--- config.mk ---
export PLATFORM = sky130hd
export DESIGN_NAME = fifo_rd_ctrl
export DESIGN_NICKNAME = d
export VERILOG_FILES = /design/src/rtl/fifo_rd_ctrl.sv
export SDC_FILE = /design/constraint.sdc
export NUM_CORES = 1
export LEC_CHECK = 0
export BUFFER_PORTS_ARGS = -buffer_cell sky130_fd_sc_hd__buf_4
export CAP_MARGIN = 40
export CORE_MARGIN = 10
export CORE_UTILIZATION = 42
export DETAILED_ROUTE_END_ITERATION = 8
export PLACE_DENSITY = 0.71
export SLEW_MARGIN = 20
export SYNTH_ARGS = -nofsm -noshare
export SYNTH_HDL_FRONTEND = slang
export SYNTH_SLANG_ARGS = --single-unit
--- constraint.sdc ---
create_clock -name r_clk -period 2.7 [get_ports r_clk]
set_clock_uncertainty 0.05 [all_clocks]
set_input_delay 0.405 -clock r_clk [delete_from_list [all_inputs] [get_ports r_clk]]
set_output_delay 0.405 -clock r_clk [all_outputs]
set_load 0.005 [all_outputs]
--- src/rtl/fifo_rd_ctrl.sv ---
// fifo_rd_ctrl: read-side pointer controller for the dual-clock FIFO.
// Lives entirely in the r_clk domain. It keeps a binary read pointer and a
// matching gray copy for the write-side synchroniser. From the synchronised
// gray write pointer it derives the registered empty, level and
// almost-empty flags.
// Optional build macro: FIFO_RD_UNDERFLOW_EN enables the sticky underflow flag.
//
// Handshake: r_inc is a request from the consumer. A read is accepted
// (rd_en=1) in any cycle where r_inc=1 and empty=0. There is no back-pressure
// beyond empty: a request made while empty is dropped and does not move the
// pointer.
module fifo_rd_ctrl #(
    parameter int ADDR_W    = 3,
    parameter int AE_THRESH = 1
) (
    input  logic              r_clk,
    input  logic              r_rst,
    input  logic              r_inc,
    input  logic [ADDR_W:0]   sync_wr_ptr,
    input  logic              underflow_clr,
    output logic [ADDR_W-1:0] rd_addr,
    output logic              rd_en,
    output logic              empty,
    output logic              almost_empty,
    output logic [ADDR_W:0]   rd_level,
    output logic [ADDR_W:0]   gray_rd_ptr,
    output logic              underflow
);

    localparam logic [ADDR_W:0] AE_T = AE_THRESH[ADDR_W:0];

    logic [ADDR_W:0] rd_ptr;
    logic [ADDR_W:0] rd_ptr_nxt;
    logic [ADDR_W:0] gray_nxt;
    logic [ADDR_W:0] wr_bin;
    logic [ADDR_W:0] level_nxt;
    logic            rd_fire;

    // Accept a read only when something is stored; the address comes straight
    // from the pointer register, so it never depends on r_inc.
    assign rd_fire = r_inc & ~empty;
    assign rd_en   = rd_fire;
    assign rd_addr = rd_ptr[ADDR_W-1:0];

    assign rd_ptr_nxt = rd_ptr + {{ADDR_W{1'b0}}, rd_fire};
    assign gray_nxt   = rd_ptr_nxt ^ (rd_ptr_nxt >> 1);

    // Gray-to-binary: each binary bit is the XOR of all gray bits at or above it.
    for (genvar i = 0; i <= ADDR_W; i++) begin : g_wr_bin
        assign wr_bin[i] = ^(sync_wr_ptr >> i);
    end

    // Modulo difference; wraps on protocol violation rather than saturating.
    assign level_nxt = wr_bin - rd_ptr_nxt;

    // Pointer, gray copy and status flags all advance together from rd_ptr_nxt.
    always_ff @(posedge r_clk) begin
        if (r_rst) begin
            rd_ptr       <= '0;
            gray_rd_ptr  <= '0;
            empty        <= 1'b1;
            almost_empty <= 1'b1;
            rd_level     <= '0;
        end else begin
            rd_ptr       <= rd_ptr_nxt;
            gray_rd_ptr  <= gray_nxt;
            empty        <= (gray_nxt == sync_wr_ptr);
            almost_empty <= (level_nxt <= AE_T);
            rd_level     <= level_nxt;
        end
    end

`ifdef FIFO_RD_UNDERFLOW_EN
    logic underflow_q;

    // Sticky read-while-empty flag; a new error wins over a same-cycle clear.
    always_ff @(posedge r_clk) begin
        if (r_rst) begin
            underflow_q <= 1'b0;
        end else if (r_inc & empty) begin
            underflow_q <= 1'b1;
        end else if (underflow_clr) begin
            underflow_q <= 1'b0;
        end
    end

    assign underflow = underflow_q;
`else
    logic unused_underflow_clr;

    assign unused_underflow_clr = underflow_clr;
    assign underflow            = 1'b0;
`endif

endmodule

==> out/qor.yml <==
status:
  status: "complete, no violations"
setup_path:
  startpoint_type: "register"
  crit_top_cell: "ha_1"
  cp-end-kind: "register"
  worst_path_largest_cell_delay_ps: 510
  crit_required_ps: 2810
  path_class: "reg2reg"
  worstPathCellList: "nor2b_1 -> ha_1 -> ha_1 -> xnor2_1 -> ha_1 -> o2111a_2 -> or4_4 -> a41o_1"
  path_max_fanout: 4
  crit_slowest_cell: "or4_4"
  cp.arrival_ps: 2550
synth:
  synth-compound-area-share_pct: 11.2
  syn_area_sq_um: 672
  synth_seq_cells: 13
  synth_top_family_by_area: "XOR/XNOR gates"
  syn_nets: 81
  yosys.area_share.simple_pct: 10.8
  syn_inst: 68
  synth_cell_types: 24
  synth_xor_area_share_pct: 22.9
  yosysWarnings: 0
  syn_area_per_cell_sq_um: 9.88
  synthAdderAreaFrac_pct: 9.31
  muxShareOfSynthArea_pct: 1.49
  seq_area_frac_synth_pct: 38.7
timing:
  hold_violations: 0
  finalSetupViolations: 0
  slew_headroom_pct: 65.3
  min_period_ps: 2440
  setup_ws_ps: 263
  period_share_pct: 90.3
  grt_setup_unrepaired: "false"
  fmax_mhz: 410
  finalHoldWorstSlack_ps: 348
  slew_viol_final: 0
  tightest_slew_ps: 520
placement:
  globalplace.congestion: 0.844
  dpl.cell_count: 106
  io_buffers: 20
  place_ws_ps: -55.0
  place_hpwl_um: 1140
route:
  drc: 0
  vias_per_cell: 4.95
  ant_nets: 0
  via_count: 545
  wl_per_cell_um: 12.4
  wirelength_um: 1360
  drtPass1Iterations: 2
  drt_iter0_markers: 6
floorplanning:
  fp-row-count: 14
  die_y_um: 60.0
  pin_count: 23
  initial_core_util_pct: 44.6
  die_w_um: 60.0
  core_area_sq_mm: 0.00151
  dieArea_sq_mm: 0.00360
clock_tree:
  tritoncts: "done"
  post_cts_buffers: 0
  cts-buffers-inserted: 3
  cts_max_level: 1
  clk_path_buf_depth: 2
  clk_latency_ps: 270
  clock_sinks: 13
  cts.clk_slew.worst_paths_ps: 80
  hold_buffers: 0
  cts-resized-gates: 0
  ctsRootBufferMaster: "clkbuf_4"
layout:
  synthToLayoutAreaGrowth_pct: 32.2
  final_core_util_pct: 59.0
  final_cell_count_no_fill: 110
  final_nets: 108
  final_layout_size_suffix_gt1_share_pct: 33.0
  diodes: 0
global_route:
  grt_max_degree: 14
  busiest_layer: "met2"
  use_met3_pct: 4.03
  gr-total-overflow: 0
  grt_pass1_wl_um: 2270
  grt_pass1_vias: 567
  groute.layer.met2.usage_pct: 13.7
  grtUsageMet1_pct: 6.88
  antenna_found_initial: 0
  grtUsageTotal_pct: 8.49
hold_path:
  hold_class: "in2reg"
pwr:
  finalPower_mw: 0.467
  p_leak_nw: 0.436
  powerDensity_mw_per_mm2: 526
  peakVddDrop_mv: 0.331
flow_run:
  maxCapViolations: 0
==> power by group <==
part           switching [mW]  internal (mW)
Combinational          0.0609         0.0749
Clock                  0.0582         0.0571
Sequential            0.00547          0.211
Total                   0.125          0.343
==> per-stage QoR <==
stage          TNS [ps]  cell area (sq um)
2_1_floorplan         0                672
3_3_place_gp          0                861
3_5_place_dp      -55.0                861
4_1_cts               0                887
5_1_grt               0                888
6_report              0                888
==> layout by cell type (no fill, tap or decap), types with 2 or more instances in the layout <==
| cell type | Yosys | routed |
|---|---|---|
| dfxtp_1 | 13 | 13 |
| ha_1 | 5 | 5 |
| nor2_1 | 10 | 10 |
| inv_1 | 5 | 5 |
| clkbuf_4 | 0 | 3 |
| o31ai_1 | 2 | 2 |
| xor2_1 | 5 | 5 |
| xnor2_1 | 10 | 10 |
| buf_4 | 1 | 24 |
| nor2b_1 | 2 | 2 |
==> worst max-delay path, delay by kind of cell (launching register included) <==
family	cells	cell delay [ps]
adder cells (fa/ha/maj)	3	730
AND/OR/NAND/NOR	2	670
XOR/XNOR	1	160
AO/OA/AOI/OAI	2	410
flip-flops	1	310
==> cells in the mapped netlist (all sizes together) <==
master	n	area (sq um)
a21boi	1	7.51
buf	1	7.51
a2111oi	1	8.76
a31o	1	8.76
xnor3	1	22.5
o21bai	1	7.51
mux2i	1	10.0
ha	5	62.6
conb	1	3.75
a41o	1	10.0
nor2	10	37.5
nand3	1	5.00
a21oi	1	5.00
o31ai	2	15.0
or4	1	11.3
inv	6	22.5
o2111a	1	12.5
and2	1	6.26
clkbuf	1	3.75
xnor2	10	87.6
dfxtp	13	260
xor2	5	43.8
nor2b	2	12.5
==> area by class of cell <==
class | instances | area, sq um
Inverter | 6 | 22.5
Sequential cell | 13 | 260
Clock buffer | 4 | 26.3
Tap cell | 16 | 20.0
Fill cell | 132 | 618
Timing Repair Buffer | 24 | 180
Multi-Input combinational cell | 47 | 379
==> worst paths after layout <==
path / endpoint / slack [ps] / from / cells after the start
worst min register to register: gray_rd_ptr[3] / 560 / gray_rd_ptr[3] / 2
worst min-delay path: rd_level[1] / 350 / r_rst / 2
worst max register to register: almost_empty / 260 / empty / 8
worst max-delay path: almost_empty / 260 / empty / 8
==> sequential cells by signal, indices dropped and copies added, names as in the netlist <==
| signal | count |
|---|---|
| almost_empty | 1 |
| rd_level | 4 |
| rd_ptr | 3 |
| gray_rd_ptr | 4 |
| empty | 1 |
==> logic make-up after synthesis <==
kind of cell / count (synthesis)
flip-flops: 13
adder cells (fa/ha/maj): 5
AND/OR/NAND/NOR: 15
XOR/XNOR: 16
multiplexers: 1
buffers and inverters: 8
other: 1
AO/OA/AOI/OAI: 9
==> metal layers <==
metal,wire length [um],vias up
li1,-,275
met1,542,256
met2,660,12
met3,117,2
met4,40,0
met5,0,-
Power figures use the tool's default switching activity.
